--- src/rtl/count_seq_ctrl_pkg.sv ---
// Shared definitions for the counter sequencing controller.
//   CNT_W      : width of the downstream loadable counter (fixed at 3)
//   PASS_W_DEF : default width of the pass-count request / pass index
//   state_t    : controller state encoding
package count_seq_ctrl_pkg;

    localparam int unsigned CNT_W      = 3;
    localparam int unsigned PASS_W_DEF = 4;

    typedef enum logic [1:0] {
        ST_IDLE  = 2'b00,
        ST_LOAD  = 2'b01,
        ST_COUNT = 2'b10,
        ST_DONE  = 2'b11
    } state_t;

endpackage

--- src/rtl/count_seq_ctrl_pass_counter.sv ---
// Pass index register for the sequencing controller.
// Ports:
//   clk       in   system clock
//   rst       in   asynchronous active-high reset
//   i_clr     in   synchronous clear of the index
//   i_inc     in   synchronous increment of the index
//   i_passes  in   effective pass count (never 0)
//   o_idx     out  current 0-based pass index
//   o_is_last out  high when o_idx is the final pass
module count_seq_ctrl_pass_counter
    import count_seq_ctrl_pkg::*;
#(
    parameter int unsigned PASS_W = PASS_W_DEF
) (
    input  logic              clk,
    input  logic              rst,
    input  logic              i_clr,
    input  logic              i_inc,
    input  logic [PASS_W-1:0] i_passes,
    output logic [PASS_W-1:0] o_idx,
    output logic              o_is_last
);

    logic [PASS_W-1:0] r_idx;
    logic [PASS_W-1:0] w_last_idx;

    always_ff @(posedge clk or posedge rst) begin
        if (rst) begin
            r_idx <= '0;
        end else if (i_clr) begin
            r_idx <= '0;
        end else if (i_inc) begin
            r_idx <= r_idx + 1'b1;
        end
    end

    assign w_last_idx = i_passes - 1'b1;
    assign o_is_last  = (r_idx == w_last_idx);
    assign o_idx      = r_idx;

endmodule

--- src/rtl/count_seq_ctrl.sv ---
// Sequencing controller for a 3-bit loadable counter. Runs a captured number
// of passes, each loading the captured start value and counting up to 7; the
// counter's carry-out marks the end of each pass.
// Ports:
//   clk       in   system clock
//   rst       in   asynchronous active-high reset
//   start     in   begin a sequence (accepted only in IDLE)
//   init_val  in   counter start value, captured on accepted start
//   passes    in   number of passes, captured on accepted start (0 -> 1)
//   hold      in   stall; forces cnt_en low while counting
//   co        in   counter carry-out
//   cnt_load  out  counter load strobe
//   cnt_en    out  counter enable
//   cnt_in    out  counter load value
//   busy      out  high in LOAD and COUNT
//   done      out  one-cycle pulse after the last pass
//   pass_idx  out  0-based index of the current pass
module count_seq_ctrl
    import count_seq_ctrl_pkg::*;
#(
    parameter int unsigned PASS_W = PASS_W_DEF
) (
    input  logic              clk,
    input  logic              rst,
    input  logic              start,
    input  logic [CNT_W-1:0]  init_val,
    input  logic [PASS_W-1:0] passes,
    input  logic              hold,
    input  logic              co,
    output logic              cnt_load,
    output logic              cnt_en,
    output logic [CNT_W-1:0]  cnt_in,
    output logic              busy,
    output logic              done,
    output logic [PASS_W-1:0] pass_idx
);

    state_t            r_state;
    logic [CNT_W-1:0]  r_init_cap;
    logic [PASS_W-1:0] r_passes_cap;
    logic [CNT_W-1:0]  r_cnt_in;
    logic              r_cnt_load;
    logic              r_count_st;
    logic              r_busy;
    logic              r_done;

    logic              w_co_q;
    logic              w_is_last;
    logic              w_clr;
    logic              w_inc;

    // co only counts when the counter was actually enabled this cycle
    assign w_co_q = r_count_st & ~hold & co;
    assign w_clr  = (r_state == ST_IDLE) & start;
    assign w_inc  = w_co_q & ~w_is_last;

    count_seq_ctrl_pass_counter #(
        .PASS_W (PASS_W)
    ) u_pass_counter (
        .clk       (clk),
        .rst       (rst),
        .i_clr     (w_clr),
        .i_inc     (w_inc),
        .i_passes  (r_passes_cap),
        .o_idx     (pass_idx),
        .o_is_last (w_is_last)
    );

    // Outputs are registered for the state being entered; r_count_st is the
    // registered COUNT decode that cnt_en is built from.
    always_ff @(posedge clk or posedge rst) begin
        if (rst) begin
            r_state      <= ST_IDLE;
            r_init_cap   <= '0;
            r_passes_cap <= '0;
            r_cnt_in     <= '0;
            r_cnt_load   <= 1'b0;
            r_count_st   <= 1'b0;
            r_busy       <= 1'b0;
            r_done       <= 1'b0;
        end else begin
            r_cnt_load <= 1'b0;
            r_count_st <= 1'b0;
            r_done     <= 1'b0;
            r_cnt_in   <= '0;
            case (r_state)
                ST_IDLE: begin
                    r_busy <= 1'b0;
                    if (start) begin
                        r_init_cap   <= init_val;
                        r_passes_cap <= (passes == '0) ? PASS_W'(1) : passes;
                        r_cnt_in     <= init_val;
                        r_cnt_load   <= 1'b1;
                        r_busy       <= 1'b1;
                        r_state      <= ST_LOAD;
                    end
                end
                ST_LOAD: begin
                    r_count_st <= 1'b1;
                    r_busy     <= 1'b1;
                    r_state    <= ST_COUNT;
                end
                ST_COUNT: begin
                    r_busy <= 1'b1;
                    if (w_co_q) begin
                        if (w_is_last) begin
                            r_busy  <= 1'b0;
                            r_done  <= 1'b1;
                            r_state <= ST_DONE;
                        end else begin
                            r_cnt_in   <= r_init_cap;
                            r_cnt_load <= 1'b1;
                            r_state    <= ST_LOAD;
                        end
                    end else begin
                        r_count_st <= 1'b1;
                    end
                end
                ST_DONE: begin
                    r_busy  <= 1'b0;
                    r_state <= ST_IDLE;
                end
                default: begin
                    r_busy  <= 1'b0;
                    r_state <= ST_IDLE;
                end
            endcase
        end
    end

    assign cnt_load = r_cnt_load;
    assign cnt_en   = r_count_st & ~hold;
    assign cnt_in   = r_cnt_in;
    assign busy     = r_busy;
    assign done     = r_done;

endmodule

--- config.mk ---
export PLATFORM = sky130hd
export DESIGN_NAME = count_seq_ctrl
export DESIGN_NICKNAME = d
export VERILOG_FILES = /design/src/rtl/count_seq_ctrl_pkg.sv /design/src/rtl/count_seq_ctrl_pass_counter.sv /design/src/rtl/count_seq_ctrl.sv
export SDC_FILE = /design/constraint.sdc
export NUM_CORES = 1
export LEC_CHECK = 0
export BUFFER_PORTS_ARGS = -buffer_cell sky130_fd_sc_hd__buf_4
export CAP_MARGIN = 20
export CORE_UTILIZATION = 25
export CTS_BUF_LIST = sky130_fd_sc_hd__clkbuf_4
export DETAILED_ROUTE_END_ITERATION = 10
export SYNTH_ARGS = -nofsm -noshare
export SYNTH_HDL_FRONTEND = slang
export SYNTH_SLANG_ARGS = --single-unit
--- constraint.sdc ---
create_clock -name clk -period 2.6 [get_ports clk]
set_input_delay 0.26 -clock clk [delete_from_list [all_inputs] [get_ports clk]]
set_output_delay 0.26 -clock clk [all_outputs]
set_load 0.005 [all_outputs]
Word-level counts from Yosys, hierarchy flattened
Index checks and enable logic that the tools add are counted.
- add/sub/neg operators: 2
- eq/ne operators: 6
- mux-type cells: 22
- bitwise operators: 6
- reduce and logical (&&, ||, !) cells: 5
- operators by type and width (operator ; count):
    2-to-1 mux 4 bit ; 3
    2-to-1 mux 3 bit ; 3
    2-to-1 mux 1 bit ; 8
    one-hot mux 2 bit (4 select lines) ; 1
    2-to-1 mux 2 bit ; 3
    one-hot mux 3 bit (2 select lines) ; 1
    adder 4 x 1 -> 4 bit (second input constant) ; 1
    bitwise AND 1 bit ; 4
    equality test 2 bit (second input constant) ; 2
    equality test 4 bit ; 1
    zero test 4 bit ; 1
    != test 2 bit (second input constant) ; 2
    one-hot mux 1 bit (2 select lines) ; 2
    one-hot mux 1 bit (4 select lines) ; 1
    AND reduction 2 bit ; 2
    subtractor 4 x 1 -> 4 bit (second input constant) ; 1
    equality test 2 x 1 -> 1 bit (second input constant) ; 1
    zero test 2 bit ; 1
    NOT 1 bit ; 2
    nonzero test 2 bit ; 1
- flip-flop bits (word level): 20
- input port bits: 12
- output and inout port bits: 11
- word-level logic and storage cells: 50

Logic depth before layout (Yosys ltp)
Gate-level depths: netlist of run 1.
- depth in word-level cells: 6
- gate-level depth with buffers: 7
- mapped depth without buffers: 6

Modules after synthesis
Synthesis of run 1 repeated with hierarchy kept, for this count alone.
- cells, all modules: 97
- area, all modules: 979.7 um2
- modules (own cells, without submodules) (module ; instances ; cells an instance ; area each (um2) ; seq. area each (um2)):
    count_seq_ctrl ; 1 ; 70 ; 713.2 ; 400.4
    count_seq_ctrl_pass_counter ; 1 ; 27 ; 266.5 ; 100.1

Least setup slack after synthesis of run 1
OpenSTA, ideal clock, no wires.
- path type: register to register
- start: register r_passes_cap[0]
- end: register u_pass_counter.r_idx[0] (netlist: u_pass_counter.o_idx[0])
- setup time: 120 ps
- arrival: 1645 ps
- data required time: 2480 ps
- path slack: 836 ps
- stages on the path, launching flop included: 8
- path buffers: 1
- period minus slack after synthesis: 1764 ps
- cell sequence: dfrtp_1 -> inv_1 -> ha_1 -> xnor2_1 -> xnor2_1 -> buf_2 -> or4_1 -> and3_1
- cells in the longest elaborated chain, start to end: 5
- RTL lines (item ; line ; RTL):
    start, declared ; count_seq_ctrl.sv:40 ; logic [PASS_W-1:0] r_passes_cap;
    start signal, assigned ; count_seq_ctrl.sv:91 ; r_passes_cap <= (passes == '0) ? PASS_W'(1) : passes;
    subtractor 4 x 1 -> 4 bit ; count_seq_ctrl_pass_counter.sv:37 ; assign w_last_idx = i_passes - 1'b1;
    equality test 4 bit ; count_seq_ctrl_pass_counter.sv:38 ; assign o_is_last = (r_idx == w_last_idx);
    NOT 1 bit ; count_seq_ctrl.sv:55 ; assign w_inc = w_co_q & ~w_is_last;
    bitwise AND 1 bit ; count_seq_ctrl.sv:55 ;
    nonzero test 2 bit (no line) ; n/a ;
    end signal, assigned ; count_seq_ctrl_pass_counter.sv:33 ; r_idx <= r_idx + 1'b1;
    end, declared ; count_seq_ctrl_pass_counter.sv:24 ; logic [PASS_W-1:0] r_idx;
No other way between the ends.
A chain may end at the register's enable or synchronous reset.

Worst setup path in the final report of run 1
- start: register r_passes_cap[0]
- end: register r_cnt_in[1] (netlist: cnt_in[1])
- cells in the longest elaborated chain, start to end: 5
- RTL lines (item ; line ; RTL):
    subtractor 4 x 1 -> 4 bit ; count_seq_ctrl_pass_counter.sv:37 ;
    equality test 4 bit ; count_seq_ctrl_pass_counter.sv:38 ;
    2-to-1 mux 3 bit ; count_seq_ctrl.sv:106 ; if (w_is_last) begin
    2-to-1 mux 3 bit ; count_seq_ctrl.sv:105 ; if (w_co_q) begin
    one-hot mux 3 bit (2 select lines) ; count_seq_ctrl.sv:86 ; case (r_state)
    end signal, assigned ; count_seq_ctrl.sv:92 ; r_cnt_in <= init_val;
    end signal, assigned ; count_seq_ctrl.sv:111 ; r_cnt_in <= r_init_cap;
    end, declared ; count_seq_ctrl.sv:41 ; logic [CNT_W-1:0] r_cnt_in;
No other way between the ends.

==> results.md, run 1 <==
- Max clock buf depth: 2
- Syn. warnings: 0
- Initial core utilization: a little over a quarter
- DP Wirelength: about 1.7 mm
- Critical Path Start Type: flip-flop
- Slew Limit Fails: 0
- Syn avg cell area: ~9.4 µm²
- GRT Util Overall: approximately 12%
- Total power: between 1 and 1.5 mW
- Worst-Margin Slew: a little under 0.9 ns
- Most frequent cell after synthesis: nand2_1
- CTS Root Cell: clkbuf_4
- Comb power frac: about 46%
- Vias per cell: approximately 5.0
- Sw frac: 41.6%
- Outcome: finished clean
- Ratio of final minimum period to clock period: between 70% and 80%
- RR Startpoint: r_passes_cap[0]
- Die ar.: 4690 µm²
- Maximum vdd drop: 0.000248 V
- Largest area contributor in the netlist: dfrtp_1
- Die width: ~70 µm
- Cell count after synthesis: 118
- Worst slack at placement: 0.668 ns
- P_leak: about 0.65 nW
- NetSw: between 600 and 700 µW
- P per Cell Area: about 1100 nW/µm²
- Power share of the clock group: approximately 18%
- Seq pwr share: 35.5%
- Hold Path Class: input port to async pin
- Residual DRC count: 0
- Top cells by count, synth: 21 x nand2_1, 20 x dfrtp_1, 7 x inv_1
- Fmax: 502 MHz
- CTS H-tree depth: 1
- Final min period: roughly 2 ns
- CP Capture Type: flip-flop
- Max Cap Violations: 0
- Mapped Nets: 135
- TritonCTS buffer count: 3
- TritonCTS clock tree: built
- Final WL: around 2.4 mm
- Post-synth top area share: ~45%
- Clock transition at path regs: ~0.13 ns
- Gates resized, CTS repair: 0
- Async SR Flop Fraction: between 90% and 100%
- Area grow syn2layout: 22.2%
- RSZ-0062 raised after global routing: no
- Congestion Overflow GR: 0
- Critical path class: flip-flop to flip-flop
- Via Count: between 900 and 1000
- Crit path arrival time: between 2 and 2.5 ns
- Final hold slack: between 0.07 and 0.08 ns
- Number of enable flip-flop cells after synthesis: 0
- DRT Pass-1 Iters: 4
- Number of global-route vias before repair: 912
- First-pass GRT wire length: 4.18 mm
- CTS Hold Bufs: 0
- Placer Congestion: 0.754
- PortBufs: 22
- Fin nets: approximately 160
- Io pins: 23
- Sum Neg Setup Slack: 0 ns
- Largest net degree at the start of global routing: 21
- DRT antenna net count: 0
- Worst Path Max Fanout: 11
- Dominant synthesized flop cell: dfrtp_1
- Top cells by area, synth: dfrtp_1 45%, nand2_1 7.1%, ha_1 5.7%
- Die Ht: 68.5 µm
- Std-Cell Rows: 23
- Worst clock skew: ~0.011 ns
- Crit path from: r_passes_cap[0]
- Post-synthesis sequential element count: 20
- Final worst-path setup slack: 0.609 ns
- Final Setup Violations: 0
- Mapped Area: approximately 1100 µm²
- Post-synthesis sequential area ratio: a little under half
- Worst Reg-to-Reg Cells: 6
- CTS Sinks: 20
- Power Internal: between 800 and 900 µW
- Hold Violations, Final: 0
- Core Footprint: a little over 4000 µm²
- Initial antenna violation count: 0
- Register-to-register setup slack: 0.61 ns
- Layout cells sized above 1: a little over a fifth
- Number of diodes: 0
- CP required: roughly 2.9 ns
- WL/cell: roughly 13 µm
- Iter 0 DRT Violations: 28
- Setup Buffers After CTS: 0
- Worst-Skew Late Latency: between 0.3 and 0.4 ns
- Relative max-transition margin: 41.0%
- Unique masters post-synth: 34
-- layout make-up --
type / count / area [µm²]
Inverter: 7 / 26.3
Sequential cell: 20 / 500
Clock buffer: 3 / 22.5
Multi-Input combinational cell: 84 / 543
Clock inverter: 1 / 30.0
Tap cell: 50 / 62.6
Fill cell: 425 / 2770
Timing Repair Buffer: 22 / 165
-- power groups by stage --
stage / logic [mW] / clock network [mW] / registers, mW
final: 0.668 / 0.261 / 0.512
after global routing: 0.755 / 0.279 / 0.532
after CTS: 0.661 / 0.268 / 0.513
after detailed placement: 0.655 / 0 / 0.520
after global placement: 0.623 / 0 / 0.514
after floorplan: 0.529 / 0 / 0.503
-- path summary, 6_finish.rpt --
kind,end
worst max-delay path,cnt_in[1]
worst min-delay path,done
worst max register to register,cnt_in[1]
worst min register to register,r_init_cap[0]
max in group asynchronous,u_pass_counter.o_idx[2]
min in group clk,r_passes_cap[2]
-- per-layer routing --
| metal | up-vias | wire (µm) | global-route usage, % |
|---|---|---|---|
| met5 | - | 0 | 0 |
| met4 | 0 | 48 | 5.99 |
| met2 | 20 | 1220 | 20.3 |
| met3 | 4 | 90 | 3.00 |
| li1 | 453 | - | - |
| met1 | 449 | 1080 | 14.7 |
-- through the flow --
stage          util, %  area [µm²]  std cells
2_1_floorplan        -        1100        118
3_3_place_gp      31.5        1300        183
3_5_place_dp      31.5        1300        183
4_1_cts           32.8        1350        187
5_1_grt           32.8        1350        187
6_report          32.8        1350        187
-- kinds of logic (layout without fill, tap and decap cells) --
group	count (synthesis)	after routing	share of synthesized area, %
fa+ha+maj	5	5	5.66
flops	20	20	45.3
xor+xnor	6	6	4.76
compound gates	26	26	16.6
buf+inv	14	33	5.55
simple gates	47	47	22.1
-- critical path: stages (launching register included) --
cell and delay, ns:
dfrtp_1 0.42, inv_1 0.07, ha_1 0.21, xnor2_1 0.13, xnor2_1 0.65, or3_4 0.29
a32o_1 0.17
-- sequential cells by signal (all words and copies together) (netlist names) --
name                  cells
r_init_cap                3
r_state                   2
busy                      1
cnt_load                  1
u_pass_counter.o_idx      4
done                      1
r_passes_cap              4
cnt_in                    3
r_count_st                1
-- cells in the final DEF, fill, tap and decap left out, drive strengths merged, types with 2 or more instances in the layout --
cell type and n:
xnor2 4, a21oi 4, nand2 21, nor2b 3, xor2 2, dfrtp 20
or4 4, o21ai 6, ha 5, a31oi 3, nand3 4, o211ai 2
clkbuf 3, nor2 4, a32o 3, buf 22, nor3 3, and3 2
and2 2, inv 7
No activity file was read; power rests on OpenSTA's default activity.
==> inputs of run 2 (changes only) <==
- ABC_AREA: unset -> 1
- clock period: 2.6 -> 1.95 ns (I/O delays scaled with it)
==> results.md, run 2 <==
- Dominant synthesized flop cell: dfrtp_1
- Crit path arrival time: roughly 1.8 ns
- Relative max-transition margin: between 40 and 50%
- Core Footprint: 4000 µm²
- Hold Violations, Final: 0
- Fillcell total: between 400 and 500
- R2r endpoint: u_pass_counter.o_idx[3]
- CTS Hold Bufs: 0
- Worst Path Max Fanout: 9
- First-pass GRT wire length: about 3.5 mm
- DRT antenna net count: 0
- Sum Neg Setup Slack: 0 ns
- Worst-Margin Slew: approximately 0.78 ns
- Vias per cell: 4.28
- Mapped Nets: 143
- Area grow syn2layout: 26.6%
- TritonCTS buffer count: 3
- Clock transition at path regs: 0.12 ns
- Largest area contributor in the netlist: dfrtp_1
- Post-synthesis sequential element count: 20
- Iter 0 DRT Violations: 14
- Io pins: 23
- Syn avg cell area: around 8.3 µm²
- Post-synthesis sequential area ratio: a little under half
- Congestion Overflow GR: 0
- Initial antenna violation count: 0
- Std-Cell Rows: 23
- RSZ-0062 raised after global routing: no
- Outcome: finished clean
- Worst clock skew: between 0.0015 and 0.002 ns
- CTS Root Cell: clkbuf_4
- Maximum vdd drop: 0.000388 V
- Die width: 66.7 µm
- DRT Pass-1 Iters: 4
- Fmax: about 640 MHz
- DP Wirelength: 1.56 mm
- Async SR Flop Fraction: 100%
- Most frequent cells in the layout: 35 x nand2_1, 23 x buf_4, 21 x inv_1, 20 x dfrtp_1, 8 x nand4_1
- Max Cap Violations: 0
- Worst Path Buf+Inv: 1
- Crit-path cells: inv_1, ha_1, xnor2_1, nor2_4, nand3_4, nand2_4, nand3_1, nand2_1
- Mapped Area: about 1000 µm²
- Layout cells sized above 1: between 20% and 30%
- P_leak: between 0.7 and 0.8 nW
- Number of global-route vias before repair: 807
- TritonCTS clock tree: built
- CP Capture Type: flip-flop
- Largest net degree at the start of global routing: 22
- Critical path's largest stage delay: between 0.4 and 0.5 ns
- Number of enable flip-flop cells after synthesis: 0
- Slew Limit Fails: 0
- Fin nets: 169
- Commonest non-fill, non-tap cell in the layout: nand2_1
- Top delay family on crit path: simple AND/OR/NAND/NOR gates
- RR Startpoint: r_passes_cap[0]
- Hold Path Class: input port to async pin
- CTS Sinks: 20
- Final min period: about 1.6 ns
- CP required: around 2.2 ns
- Final WL: 1.99 mm
- Unique masters post-synth: 23
- GRT Util Overall: 10.6%
- Critical Path Start Type: flip-flop
- Worst-Skew Late Latency: approximately 0.31 ns
- Worst Reg-to-Reg Cells: 8
- P per Cell Area: 1360 nW/µm²
- Ratio of final minimum period to clock period: 80.7%
- Final Setup Violations: 0
- Most frequent cell after synthesis: nand2_1
- Max stage delay cell, worst path: dfrtp_1
- Final hold slack: between 0.01 and 0.015 ns
- Residual DRC count: 0
- CTS H-tree depth: 1
- Die ar.: ~4500 µm²
- Register-to-register setup slack: ~0.38 ns
- Via Count: between 800 and 900
- Max clock buf depth: 2
- Number of diodes: 0
- Syn. warnings: 0
- Gates resized, CTS repair: 0
- WL/cell: 9.91 µm
- Setup Buffers After CTS: 0
- Critical path class: flip-flop to flip-flop
- Top cells by count, synth: 35 x nand2_1, 21 x inv_1, 20 x dfrtp_1
- Placer Congestion: between 0.7 and 0.8
- Cell count after synthesis: 126
- Die Ht: around 67 µm
- Initial core utilization: roughly a quarter
- PortBufs: 22
- Post-synth top area share: 47.8%
- Top cells by area, synth: dfrtp_1 48%, nand2_1 13%, inv_1 7.5%
==> run 2: stage by stage <==
step                      worst slack, ns  power, mW  instances  utilization [%]  instance area [µm²]
after floorplan                     0.503       1.25        126                -                 1050
after detailed placement            0.397       1.48        197             31.8                 1270
final                               0.376       1.81        201             33.2                 1330
after global routing                0.286       1.97        201             33.2                 1330
after CTS                           0.378       1.83        201             33.2                 1330
after global placement              0.438       1.47        197             31.8                 1270
==> run 2: final cells by class <==
| type | count | area [µm²] | share of cell area, % |
|---|---|---|---|
| clock buffers | 3 | 22.5 | 1.70 |
| clock inverters | 1 | 30.0 | 2.26 |
| inverters | 22 | 82.6 | 6.23 |
| multi-input cells | 82 | 455 | 34.3 |
| flip-flops and latches | 20 | 500 | 37.7 |
| well taps | 50 | 62.6 | 4.72 |
| repair buffers | 23 | 173 | 13.0 |
==> run 2: routing by layer <==
metal	wire, µm	part of all wire (%)	GRT usage [%]	vias up
met3	58	2.9	2.57	4
li1	-	-	-	450
met5	0	0	0	-
met2	953	48	17.0	11
met1	941	47	13.2	396
met4	38	1.9	4.79	0
==> run 2: how the worst max path moves through the flow <==
stage	start	to	slack [ns]	cells past startpoint
finish	r_passes_cap[0]	u_pass_counter.o_idx[3]	0.38	8
global route	r_passes_cap[0]	u_pass_counter.o_idx[2]	0.29	8
CTS	r_passes_cap[0]	u_pass_counter.o_idx[3]	0.38	8
detailed placement	r_passes_cap[0]	u_pass_counter.o_idx[3]	0.40	8
global placement	r_passes_cap[0]	u_pass_counter.o_idx[0]	0.44	8
floorplan	r_passes_cap[0]	u_pass_counter.o_idx[0]	0.50	8
==> run 2: logic make-up (layout without fill, tap and decap cells) <==
logic type               after synthesis  after routing  synth area share, %
AND/OR/NAND/NOR                       61             61                 27.8
buffers and inverters                 24             49                 8.72
flip-flops                            20             20                 47.8
AO/OA/AOI/OAI                         12             12                 6.33
adder cells (fa/ha/maj)                5              5                 5.97
XOR/XNOR                               4              4                 3.35
==> run 2: report_power, final <==
group	leakage [nW]	total [mW]	internal, mW	switching, mW
Sequential	0.259	0.667	0.558	0.109
Combinational	0.449	0.795	0.335	0.460
Clock	0.0279	0.345	0.208	0.137
Total	0.736	1.81	1.10	0.706
